$ cat src/rtl/i3c_pkg.sv
// Shared types for the I3C/I2C bus resolver: per-line state encoding and a
// counter-width helper used by the line and top-level counters.
package i3c_pkg;

    typedef enum logic [1:0] {
        LINE_LOW    = 2'd0,
        LINE_RISING = 2'd1,
        LINE_HIGH   = 2'd2
    } bus_line_state_e;

    // Width needed to hold 0..max_val, never less than one bit.
    function automatic int cnt_width(input int max_val);
        return (max_val <= 0) ? 1 : $clog2(max_val + 1);
    endfunction

endpackage

$ cat src/rtl/i3c_bus_line.sv
// One open-drain bus line: wired-AND resolution of all agent drives, pull-up
// rise-time model and same-cycle high/low drive conflict detection.
module i3c_bus_line
    import i3c_pkg::*;
#(
    parameter int NumAgents  = 2,
    parameter int RiseCycles = 4
) (
    input  logic                 clk_i,
    input  logic                 rst_ni,
    input  logic [NumAgents-1:0] o_i,
    input  logic [NumAgents-1:0] en_i,
    output logic                 line_o,
    output logic                 conflict_o
);

    localparam int RcW = cnt_width(RiseCycles);
    localparam logic [RcW-1:0] RiseLast = (RiseCycles <= 0) ? '0 : RcW'(RiseCycles - 1);

    logic            drive_low_s;
    logic            drive_high_s;
    bus_line_state_e state_r;
    bus_line_state_e state_nxt_s;
    logic [RcW-1:0]  rise_cnt_r;
    logic [RcW-1:0]  rise_cnt_nxt_s;

    assign drive_low_s  = |(en_i & ~o_i);
    assign drive_high_s = |(en_i & o_i);

    // State and rise-counter registers; reset leaves the line pulled high.
    always_ff @(posedge clk_i or negedge rst_ni) begin
        if (!rst_ni) begin
            state_r    <= LINE_HIGH;
            rise_cnt_r <= '0;
        end else begin
            state_r    <= state_nxt_s;
            rise_cnt_r <= rise_cnt_nxt_s;
        end
    end

    // Next-state logic: low dominates, push-pull high skips the rise delay.
    always_comb begin
        state_nxt_s    = state_r;
        rise_cnt_nxt_s = rise_cnt_r;
        if (drive_low_s) begin
            state_nxt_s    = LINE_LOW;
            rise_cnt_nxt_s = '0;
        end else if (drive_high_s) begin
            state_nxt_s = LINE_HIGH;
        end else begin
            case (state_r)
                LINE_LOW: begin
                    if (RiseCycles == 0) begin
                        state_nxt_s = LINE_HIGH;
                    end else begin
                        state_nxt_s    = LINE_RISING;
                        rise_cnt_nxt_s = '0;
                    end
                end
                LINE_RISING: begin
                    if (rise_cnt_r == RiseLast) begin
                        state_nxt_s = LINE_HIGH;
                    end else begin
                        rise_cnt_nxt_s = rise_cnt_r + RcW'(1);
                    end
                end
                LINE_HIGH: state_nxt_s = LINE_HIGH;
                default:   state_nxt_s = LINE_HIGH;
            endcase
        end
    end

    // Output decode: the line reads high only once fully risen.
    always_comb begin
        line_o     = (state_r == LINE_HIGH);
        conflict_o = drive_low_s & drive_high_s;
    end

endmodule

$ cat config.mk
export PLATFORM = sky130hd
export DESIGN_NAME = i3c_bus_line
export DESIGN_NICKNAME = d
export VERILOG_FILES = /design/src/rtl/i3c_pkg.sv /design/src/rtl/i3c_bus_line.sv
export SDC_FILE = /design/constraint.sdc
export NUM_CORES = 1
export LEC_CHECK = 0
export ABC_AREA = 1
export BUFFER_PORTS_ARGS = -buffer_cell sky130_fd_sc_hd__buf_2
export CORE_AREA = 2 2 39 41
export CTS_CLUSTER_DIAMETER = 100
export DETAILED_ROUTE_END_ITERATION = 8
export DIE_AREA = 0 0 41 43
export PLACE_DENSITY = 0.52
export SYNTH_ARGS = -nofsm -noshare
export SYNTH_HDL_FRONTEND = slang
export SYNTH_SLANG_ARGS = --single-unit
$ cat constraint.sdc
create_clock -name clk_i -period 2.6 [get_ports clk_i]
set_clock_uncertainty 0.1 [all_clocks]
set_input_delay 0.26 -clock clk_i [delete_from_list [all_inputs] [get_ports clk_i]]
set_output_delay 0.26 -clock clk_i [all_outputs]
set_load 0.05 [all_outputs]
==> reports/summary.log, run 1 <==
qor: floorplan.starting_density 22.6%
qor: timing.setup_viol 0
qor: placement.io_buffers 7
qor: timing.drv_slew 0
qor: clocking.tritoncts_num_sinks 5
qor: synth.post_synth_edffs 0
qor: synth.yosys.cell_types.count 11
qor: final_layout.insertedDiodeCount 0
qor: placement.finalWeightedCongestion 0.744
qor: synth.yosys.area.top_type sky130_fd_sc_hd__dfrtp_1
qor: routing.drt_iter0_markers 10
qor: power_and_ir_drop.cellPowerDensity 564 nW/µm²
qor: timing.final_hold_vios 0
qor: timing.period_needed 1510 ps
qor: synth.synth.yosys.seq_area_share 40.4%
qor: synth.yosys_most_used_dff sky130_fd_sc_hd__dfrtp_1
qor: routing.route.vias.total 284
qor: floorplan.die_x 41 µm
qor: setup_path.number_of_stages_on_the_worst_setup_path 3
qor: job.maxCapViolCount 0
qor: clocking.ctsHtreeMaxLevel 1
qor: global_route.first_global_vias 290
qor: timing.max_clock_freq 661 MHz
qor: timing.transition_time_at_the_pin_with_the_least_slew_margin 247 ps
qor: setup_path.worstPathCellList inv_2 > nor2_1 > buf_2
qor: routing.avgRoutedWirePerCell 8.54 µm
qor: routing.drt.antenna.violating_nets 0
qor: clocking.cts_buffers 3
qor: timing.timing.final.crit_share 58.2%
qor: power_and_ir_drop.peakVddDrop 0.160 mV
qor: setup_path.crit_path_buf_inv_count 2
qor: final_layout.nNetsFinal 64
qor: setup_path.cpLargestDelayFamily flip-flops
qor: setup_path.worstPathMaxFanout 3
qor: synth.post_synth_inst_count 43
qor: synth.yosysWarnings 0
qor: global_route.globalRoute.totalOverflow 0
qor: routing.remaining_drc_errors 0
qor: synth.synth_nets 51
qor: setup_path.criticalPathCategory flop to primary output
qor: setup_path.critical_path.endpoint_type primary output
qor: final_layout.seqCellArea 126 µm²
qor: synth.synthesis.area_per_instance 7.27 µm²
qor: global_route.groute.usage.overall 9.58%
qor: synth.synth.cell_area 313 µm²
qor: setup_path.cp_slowest_stage_delay 530 ps
qor: global_route.grt_first_pass_wirelength 1090 µm
qor: final_layout.fill_cells 144
qor: placement.place.detailed.hpwl 460 µm
qor: global_route.antenna_violations_before_repair 0
qor: setup_path.worst_ep_arrival_time 1150 ps
qor: setup_path.cpMaxStageDelayCell sky130_fd_sc_hd__dfstp_2
qor: final_layout.final_util 29.2%
qor: synth.postSynthRegisterBits 5
qor: final_layout.layout-drive-gt1-share 34.5%
qor: setup_path.reg2regPathDepth 6
qor: routing.wirelength 606 µm
qor: clocking.clkSlewWorstSetupHoldPaths 40 ps
qor: hold_path.min_path_type primary input to flop
qor: floorplan.io_pins 8
qor: clocking.cts_buffer_depth 2
qor: clocking.root_buffer_cell sky130_fd_sc_hd__clkbuf_4
qor: synth.synth_top_cell_area_share 32.0%
qor: clocking.post_cts.resized_instances 0
qor: floorplan.die_area 1760 µm²
qor: timing.setup_total_negative_slack 0 ps
qor: synth.share_of_flip_flops_with_an_asynchronous_set_or_reset_after_synthesis 100%
qor: outcome.run_status complete, no violations
qor: final_layout.multi_input_area 156 µm²
qor: floorplan.coreArea 1380 µm²
qor: clocking.cts_tree yes
qor: global_route.pin_count_of_the_biggest_net_entering_global_routing 7
qor: synth.yosys.cell_count.top_type sky130_fd_sc_hd__nand2_1
qor: power_and_ir_drop.leakage 0.231 nW
qor: floorplan.dieHeight 43 µm
qor: synth.post_synth_main_area_contributors sky130_fd_sc_hd__dfrtp_1 (32%), sky130_fd_sc_hd__nand2_1 (12%), sky130_fd_sc_hd__nand3_1 (9.6%)
qor: routing.route.detailed.vias_per_inst 4.00
qor: floorplan.row_count 14
qor: hold_path.hold_depth 4
qor: setup_path.startpoint_type flop
qor: timing.worst_slew_margin_rel 83.6%
qor: clocking.clk-insertion-delay-late 250 ps
qor: routing.drt_pass1_iterations 4
qor: timing.rsz0062_at_grt no
qor: synth.yosys-top-cells-count sky130_fd_sc_hd__nand2_1 (10), sky130_fd_sc_hd__nand3_1 (6), sky130_fd_sc_hd__nor2_1 (6)
qor: final_layout.area_growth_syn_to_layout 29.2%
qor: setup_path.cp.required 2240 ps
[worst register-to-register path: stages, from the launching register on]
cell,delay [ps]
sky130_fd_sc_hd__dfrtp_1,390
sky130_fd_sc_hd__ha_1,200
sky130_fd_sc_hd__ha_1,190
sky130_fd_sc_hd__a21oi_1,170
sky130_fd_sc_hd__nand2_2,100
sky130_fd_sc_hd__nand3_1,80
sky130_fd_sc_hd__nand2_1,50
[final timing paths]
kind	start	end	slack, ps
max	state_r[1]$_DFFE_PN1P_	line_o	1090
min	en_i[1]	state_r[1]$_DFFE_PN1P_	210
max reg2reg	rise_cnt_r[0]$_DFFE_PN0P_	rise_cnt_r[1]$_DFFE_PN0P_	1220
min reg2reg	rise_cnt_r[2]$_DFFE_PN0P_	rise_cnt_r[2]$_DFFE_PN0P_	420
max in group asynchronous	rst_ni	state_r[1]$_DFFE_PN1P_	1930
min in group asynchronous	rst_ni	rise_cnt_r[1]$_DFFE_PN0P_	260
[state kept, by name, indices dropped and copies added (netlist names)]
name	count
rise_cnt_r	3
state_r	2
[kinds of logic after synthesis]
kind of cell / Yosys count / synth area share (%)
AO/OA/AOI/OAI: 1 / 1.60
flip-flops: 5 / 40.4
buffers and inverters: 8 / 9.60
adder cells (fa/ha/maj): 2 / 8.00
AND/OR/NAND/NOR: 27 / 40.4
[stage by stage]
stage / hold WS, ps / worst slack, ps / cell area (µm²) / std cells / total power, mW
after floorplan: -136 / 1040 / 313 / 43 / 0.121
after global placement: -18.6 / 1240 / 368 / 66 / 0.135
after detailed placement: -18.1 / 1230 / 368 / 66 / 0.134
after CTS: 211 / 1080 / 404 / 71 / 0.230
after global routing: 255 / 1050 / 404 / 71 / 0.239
final: 213 / 1090 / 404 / 71 / 0.228
[power breakdown]
group | leakage [nW] | total (mW) | internal, mW | switching [mW]
logic | 0.151 | 0.0480 | 0.0146 | 0.0334
clock network | 0.0150 | 0.0931 | 0.0582 | 0.0348
registers | 0.0653 | 0.0867 | 0.0834 | 0.00327
total | 0.231 | 0.228 | 0.156 | 0.0715
[area by class of cell]
type | count | area share (%)
Inverter | 8 | 7.43
Tap cell | 16 | 4.95
Timing Repair Buffer | 8 | 11.1
Multi-Input combinational cell | 30 | 38.7
Sequential cell | 5 | 31.3
Clock buffer | 4 | 6.50
[repair_timing]
action                                 CTS  global route
buffers inserted                         0             0
hold buffers                             1             0
endpoints found under the hold margin    5             0
[placed cells by master (no fill, tap or decap), drive strengths merged]
cell type and instances:
nand2 14, inv 8, dfstp 1, buf 7
dfrtp 4, clkbuf 4, a21oi 1, dlygate4sd3 1
nand3 6, nor2 7, ha 2
[per-layer routing]
metal  vias up  track usage (%)  routed length, µm
met4         0             8.00                 27
met5         -                0                  0
li1        154                -                  -
met3         5             3.14                 38
met2         9             13.1                273
met1       116             11.4                267
(Power assumes the default switching activity.)
==> run 2, diff against run 1 <==
Clock period 2.6 ns to 1.5 ns, I/O delays scaled along.
==> reports/summary.log, run 2 (synthesized netlist as in run 1, its figures left out) <==
qor: outcome.run_status complete, no violations [unchanged]
qor: placement.postPlaceCellArea 368 µm² [unchanged]
qor: routing.drt_iter0_markers 2 [was 10]
qor: final_layout.final_cell_count_no_fill 71 [unchanged]
qor: clocking.cts_buffers 3 [unchanged]
qor: final_layout.final_cell_mix sky130_fd_sc_hd__nand2_1 (10), sky130_fd_sc_hd__buf_2 (7), sky130_fd_sc_hd__nor2_1 (6), sky130_fd_sc_hd__nand3_1 (6), sky130_fd_sc_hd__inv_1 (5) [unchanged]
qor: routing.wirelength 526 µm [was 606 µm]
qor: global_route.globalRoute.totalOverflow 0 [unchanged]
qor: global_route.groute.usage.overall 8.59% [was 9.58%]
qor: timing.final_hold_vios 0 [unchanged]
qor: final_layout.fill_cells 162 [was 144]
qor: final_layout.insertedDiodeCount 0 [unchanged]
qor: final_layout.final_common_cell sky130_fd_sc_hd__nand2_1 [unchanged]
qor: setup_path.startpoint_of_the_most_critical_register_to_register_path rise_cnt_r[0]$_DFFE_PN0P_ [unchanged]
qor: timing.worst_slew_margin_rel 83.7% [was 83.6%]
qor: placement.io_buffers 7 [unchanged]
qor: power_and_ir_drop.leakage 0.231 nW [unchanged]
qor: final_layout.multi_input_area 156 µm² [unchanged]
qor: routing.route.detailed.vias_per_inst 4.00 [unchanged]
qor: placement.finalWeightedCongestion 0.773 [was 0.744]
qor: clocking.tritoncts_num_sinks 5 [unchanged]
qor: timing.setup_total_negative_slack 0 ps [unchanged]
qor: final_layout.seqCellArea 126 µm² [unchanged]
qor: setup_path.cpLargestDelayFamily flip-flops [unchanged]
qor: floorplan.io_pins 8 [unchanged]
qor: job.maxCapViolCount 0 [unchanged]
qor: clocking.cts_post_setup_buffers_inserted 0 [unchanged]
qor: clocking.clkSlewWorstSetupHoldPaths 40 ps [about the same]
qor: routing.drt.antenna.violating_nets 0 [unchanged]
qor: final_layout.largest_register_ff_count 3 [unchanged]
qor: floorplan.dieHeight 43 µm [unchanged]
qor: setup_path.startpoint_type flop [unchanged]
qor: timing.finalWorstSetupSlack 101 ps [was 1090 ps]
qor: global_route.antenna_violations_before_repair 0 [unchanged]
qor: clocking.ctsHtreeMaxLevel 1 [unchanged]
qor: timing.timing.final.crit_share 93.3%
qor: clocking.root_buffer_cell sky130_fd_sc_hd__clkbuf_4 [unchanged]
qor: floorplan.row_count 14 [unchanged]
qor: setup_path.worst_setup_path_startpoint state_r[1]$_DFFE_PN1P_ [unchanged]
qor: global_route.pin_count_of_the_biggest_net_entering_global_routing 7 [unchanged]
qor: power_and_ir_drop.peakVddDrop 0.499 mV [was 0.160 mV]
qor: setup_path.cpMaxStageDelayCell sky130_fd_sc_hd__dfstp_2 [unchanged]
qor: setup_path.worstPathMaxFanout 3 [unchanged]
qor: placement.place.detailed.hpwl 452 µm [was 460 µm]
qor: setup_path.critical_path.reg2reg.endpoint rise_cnt_r[1]$_DFFE_PN0P_ [unchanged]
qor: timing.max_clock_freq 715 MHz
qor: timing.rsz0062_at_grt no [unchanged]
qor: power_and_ir_drop.cellPowerDensity 946 nW/µm² [was 564 nW/µm²]
qor: clocking.post_cts.resized_instances 0 [unchanged]
qor: routing.drt_pass1_iterations 4 [unchanged]
qor: setup_path.reg2regPathDepth 6 [unchanged]
qor: final_layout.area_growth_syn_to_layout 29.2% [unchanged]
qor: global_route.first_global_vias 257 [was 290]
qor: routing.avgRoutedWirePerCell 7.41 µm [was 8.54 µm]
qor: floorplan.coreArea 1380 µm² [unchanged]
qor: clocking.hold_buffers 1 [unchanged]
qor: floorplan.die_x 41 µm [unchanged]
qor: final_layout.layout-drive-gt1-share 34.5% [unchanged]
qor: clocking.clk-insertion-delay-late 240 ps [was 250 ps]
qor: floorplan.die_area 1760 µm² [unchanged]
qor: placement.placement.setup.worst_slack 131 ps [was 1230 ps]
qor: timing.transition_time_at_the_pin_with_the_least_slew_margin 246 ps [was 247 ps]
qor: setup_path.worstPathCellList inv_2 > nor2_1 > buf_2 [unchanged]
qor: hold_path.min_path_type primary input to flop [unchanged]
qor: power_and_ir_drop.power 0.382 mW [was 0.228 mW]
qor: routing.route.vias.total 284 [unchanged]
qor: timing.setup_viol 0 [unchanged]
qor: setup_path.crit_path_buf_inv_count 2 [unchanged]
qor: final_layout.stdcell_area 404 µm² [unchanged]
qor: timing.drv_slew 0 [unchanged]
qor: setup_path.cp.required 1250 ps [was 2240 ps]
qor: setup_path.worstSetupEndpoint line_o [unchanged]
qor: final_layout.nNetsFinal 64 [unchanged]
qor: setup_path.regToRegSetupSlack 130 ps [was 1220 ps]
qor: global_route.grt_first_pass_wirelength 959 µm [was 1090 µm]
qor: setup_path.worst_ep_arrival_time 1150 ps [about the same]
qor: setup_path.criticalPathCategory flop to primary output [unchanged]
qor: timing.period_needed 1400 ps
qor: final_layout.registers.top_by_ff_count rise_cnt_r [unchanged]
qor: timing.hold_ws 95.3 ps [was 213 ps]
qor: setup_path.number_of_stages_on_the_worst_setup_path 3 [unchanged]
qor: routing.remaining_drc_errors 0 [unchanged]
qor: setup_path.critical_path.endpoint_type primary output [unchanged]
qor: clocking.cts_buffer_depth 2 [unchanged]
qor: final_layout.reg.largest.list rise_cnt_r: 3 flops, state_r: 2 flops [unchanged]
qor: setup_path.cp_slowest_stage_delay 530 ps [about the same]
qor: placement.placedCellCount 66 [unchanged]
qor: floorplan.starting_density 22.6% [unchanged]
qor: clocking.cts_tree yes [unchanged]
qor: final_layout.final_util 29.2% [unchanged]
run 2: worst min-delay path by stage:
stage,endpoint,start,slack (ps),cells past startpoint
6_report,state_r[1]$_DFFE_PN1P_,en_i[1],100,4
5_1_grt,state_r[1]$_DFFE_PN1P_,en_i[1],130,4
4_1_cts,state_r[1]$_DFFE_PN1P_,en_i[1],90,4
3_5_place_dp,state_r[0]$_DFFE_PN0P_,rst_ni,-130,1
3_3_place_gp,state_r[0]$_DFFE_PN0P_,rst_ni,-130,1
2_1_floorplan,rise_cnt_r[0]$_DFFE_PN0P_,rst_ni,-250,0
run 2: layout make-up:
class / instances / area share, %
Timing Repair Buffer: 8 / 11.1
Inverter: 8 / 7.43
Clock buffer: 4 / 6.50
Tap cell: 16 / 4.95
Sequential cell: 5 / 31.3
Multi-Input combinational cell: 30 / 38.7
run 2: metal layers:
layer	vias up	share of wire (%)	GRT usage, %
met2	4	52	11.9
met1	126	43	9.54
met4	0	0	2.00
li1	154	-	-
met5	-	0	0
met3	0	5.1	7.85
run 2: worst reg2reg max path, delay by kind of cell (launching register included):
family / cells / cell delay, ps
flops: 1 / 390
simple gates: 3 / 210
compound gates: 1 / 150
fa+ha+maj: 2 / 390
run 2: power breakdown:
| part | total [mW] | internal (mW) | leakage [nW] | switching, mW |
|---|---|---|---|---|
| clock network | 0.152 | 0.100 | 0.0150 | 0.0515 |
| registers | 0.150 | 0.145 | 0.0653 | 0.00558 |
| logic | 0.0804 | 0.0252 | 0.151 | 0.0551 |
| total | 0.382 | 0.270 | 0.231 | 0.112 |
==> run 3, diff against run 2 <==
Settings changed: RECOVER_POWER set to 25.
==> reports/summary.log, run 3 (synthesized netlist as in run 1, its figures left out) <==
qor: hold_path.min_path_type primary input to flop [unchanged]
qor: global_route.gr-usage-met1 9.54% [unchanged]
qor: final_layout.nNetsFinal 64 [unchanged]
qor: setup_path.criticalPathCategory flop to primary output [unchanged]
qor: global_route.first_global_vias 257 [unchanged]
qor: timing.final_hold_vios 0 [unchanged]
qor: final_layout.final_cell_mix sky130_fd_sc_hd__nand2_1 (10), sky130_fd_sc_hd__nor2_1 (6), sky130_fd_sc_hd__nand3_1 (6), sky130_fd_sc_hd__buf_2 (6), sky130_fd_sc_hd__inv_1 (5) [was sky130_fd_sc_hd__nand2_1 (10), sky130_fd_sc_hd__buf_2 (7), sky130_fd_sc_hd__nor2_1 (6), sky130_fd_sc_hd__nand3_1 (6), sky130_fd_sc_hd__inv_1 (5)]
qor: timing.rsz0062_at_grt no [unchanged]
qor: floorplan.die_area 1760 µm² [unchanged]
qor: clocking.tritoncts_num_sinks 5 [unchanged]
qor: power_and_ir_drop.peakVddDrop 0.500 mV [was 0.499 mV]
qor: routing.drt.antenna.violating_nets 0 [unchanged]
qor: routing.wirelength 523 µm [was 526 µm]
qor: clocking.ctsHtreeMaxLevel 1 [unchanged]
qor: timing.worst_slew_margin_rel 83.8% [was 83.7%]
qor: global_route.globalRouteMet3Util 7.85% [unchanged]
qor: clocking.cts_buffers 3 [unchanged]
qor: final_layout.registers.top_by_ff_count rise_cnt_r [unchanged]
qor: timing.drv_slew 0 [unchanged]
qor: setup_path.reg2regPathDepth 6 [unchanged]
qor: job.maxCapViolCount 0 [unchanged]
qor: final_layout.final_common_cell sky130_fd_sc_hd__nand2_1 [unchanged]
qor: setup_path.worst_ep_arrival_time 1150 ps [about the same]
qor: global_route.groute.usage.overall 8.59% [unchanged]
qor: setup_path.cp.required 1250 ps [about the same]
qor: final_layout.stdcell_area 403 µm² [was 404 µm²]
qor: timing.timing.final.crit_share 93.3% [about the same]
qor: final_layout.largest_register_ff_count 3 [unchanged]
qor: floorplan.dieHeight 43 µm [unchanged]
qor: floorplan.die_x 41 µm [unchanged]
qor: routing.drt_iter0_markers 2 [unchanged]
qor: global_route.global_route.peak_usage_layer met2 [unchanged]
qor: placement.io_buffers 7 [unchanged]
qor: timing.setup_viol 0 [unchanged]
qor: global_route.grt_first_pass_wirelength 959 µm [unchanged]
qor: routing.remaining_drc_errors 0 [unchanged]
qor: setup_path.startpoint_of_the_most_critical_register_to_register_path rise_cnt_r[0]$_DFFE_PN0P_ [unchanged]
qor: hold_path.hold_path_end state_r[1]$_DFFE_PN1P_ [unchanged]
qor: timing.hold_ws 95.3 ps [about the same]
qor: setup_path.critical_path.reg2reg.endpoint rise_cnt_r[1]$_DFFE_PN0P_ [unchanged]
qor: clocking.cts_post_setup_buffers_inserted 0 [unchanged]
qor: power_and_ir_drop.cellPowerDensity 948 nW/µm² [was 946 nW/µm²]
qor: timing.period_needed 1400 ps [about the same]
qor: floorplan.io_pins 8 [unchanged]
qor: floorplan.starting_density 22.6% [unchanged]
qor: setup_path.regToRegSetupSlack 130 ps [about the same]
qor: routing.avgRoutedWirePerCell 7.37 µm [was 7.41 µm]
qor: placement.place.detailed.hpwl 452 µm [unchanged]
qor: clocking.clk-insertion-delay-late 240 ps [about the same]
qor: global_route.globalRoute.totalOverflow 0 [unchanged]
qor: placement.finalWeightedCongestion 0.773 [unchanged]
qor: global_route.pin_count_of_the_biggest_net_entering_global_routing 7 [unchanged]
qor: clocking.cts_tree yes [unchanged]
qor: outcome.run_status complete, no violations [unchanged]
qor: timing.transition_time_at_the_pin_with_the_least_slew_margin 243 ps [was 246 ps]
qor: global_route.antenna_violations_before_repair 0 [unchanged]
qor: hold_path.hold_depth 4 [unchanged]
qor: routing.route.vias.total 284 [unchanged]
qor: routing.route.detailed.vias_per_inst 4.00 [unchanged]
qor: global_route.met2_use_gr 11.9% [unchanged]
qor: clocking.root_buffer_cell sky130_fd_sc_hd__clkbuf_4 [unchanged]
qor: final_layout.layout-drive-gt1-share 32.7% [was 34.5%]
qor: timing.max_clock_freq 715 MHz [about the same]
qor: placement.postPlaceCellArea 368 µm² [unchanged]
qor: timing.setup_total_negative_slack 0 ps [unchanged]
qor: hold_path.timing.hold.worst.start en_i[1] [unchanged]
qor: clocking.post_cts.resized_instances 0 [unchanged]
qor: final_layout.insertedDiodeCount 0 [unchanged]
qor: power_and_ir_drop.leakage 0.229 nW [was 0.231 nW]
qor: floorplan.row_count 14 [unchanged]
qor: setup_path.worstPathMaxFanout 3 [unchanged]
qor: clocking.clkSlewWorstSetupHoldPaths 40 ps [about the same]
qor: setup_path.startpoint_type flop [unchanged]
qor: routing.drt_pass1_iterations 4 [unchanged]
qor: final_layout.area_growth_syn_to_layout 28.8% [was 29.2%]
qor: setup_path.critical_path.endpoint_type primary output [unchanged]
qor: final_layout.reg.largest.list rise_cnt_r: 3 flops, state_r: 2 flops [unchanged]
qor: floorplan.coreArea 1380 µm² [unchanged]
qor: clocking.cts_buffer_depth 2 [unchanged]
## run 3: changes by cell type in the layout (fill, tap and decap cells not counted), sizes merged
| cell | before | now |
|---|---|---|
| buf | 7 | 6 |
| clkbuf | 4 | 5 |
## run 3: worst max path at each step
stage                                    startpoint                         to  slack, ps  depth (start not counted)
after floorplan              state_r[1]$_DFFE_PN1P_                     line_o         50                          2
after global placement    rise_cnt_r[0]$_DFFE_PN0P_  rise_cnt_r[2]$_DFFE_PN0P_        120                          7
after detailed placement  rise_cnt_r[0]$_DFFE_PN0P_  rise_cnt_r[1]$_DFFE_PN0P_        130                          6
after CTS                    state_r[1]$_DFFE_PN1P_                     line_o         80                          3
after global routing         state_r[1]$_DFFE_PN1P_                     line_o         40                          3
final                        state_r[1]$_DFFE_PN1P_                     line_o        100                          3
## run 3: what timing repair did
item                       in CTS  in global routing
hold endpoints to repair        5                  0
hold buffers                    1                  0
setup endpoints to repair       0                  0
## run 3: layer usage
layer,share of wire [%],up-vias,wire length [µm]
li1,-,154,-
met1,43,126,226
met2,52,4,270
met3,5.2,0,27
met4,0,0,0
met5,0,-,0
## run 3: report_power, final
part / switching (mW) / internal [mW] / total, mW
Clock: 0.0515 / 0.100 / 0.152
Combinational: 0.0551 / 0.0249 / 0.0800
Sequential: 0.00558 / 0.145 / 0.150
## run 3: area by class of cell
type / count / area, µm²
tap: 16 / 20.0
clock buffer: 4 / 26.3
timing repair buffer: 8 / 43.8
inverter: 8 / 30.0
multi-input combinational: 30 / 156
fill: 163 / 981
sequential: 5 / 126
## run 3: worst max-delay path, stage by stage (launching register included)
cell and delay [ps]:
sky130_fd_sc_hd__dfstp_2 530, sky130_fd_sc_hd__inv_2 40, sky130_fd_sc_hd__nor2_1 70, sky130_fd_sc_hd__buf_2 260
## run 3: metrics by stage
stage / cells / total power, mW / util (%) / worst slack [ps]
2_1_floorplan: 43 / 0.211 / - / 47.7
3_3_place_gp: 66 / 0.233 / 26.6 / 125
3_5_place_dp: 66 / 0.232 / 26.6 / 131
4_1_cts: 71 / 0.393 / 29.2 / 79.3
5_1_grt: 71 / 0.413 / 29.1 / 42.0
6_report: 71 / 0.382 / 29.1 / 101
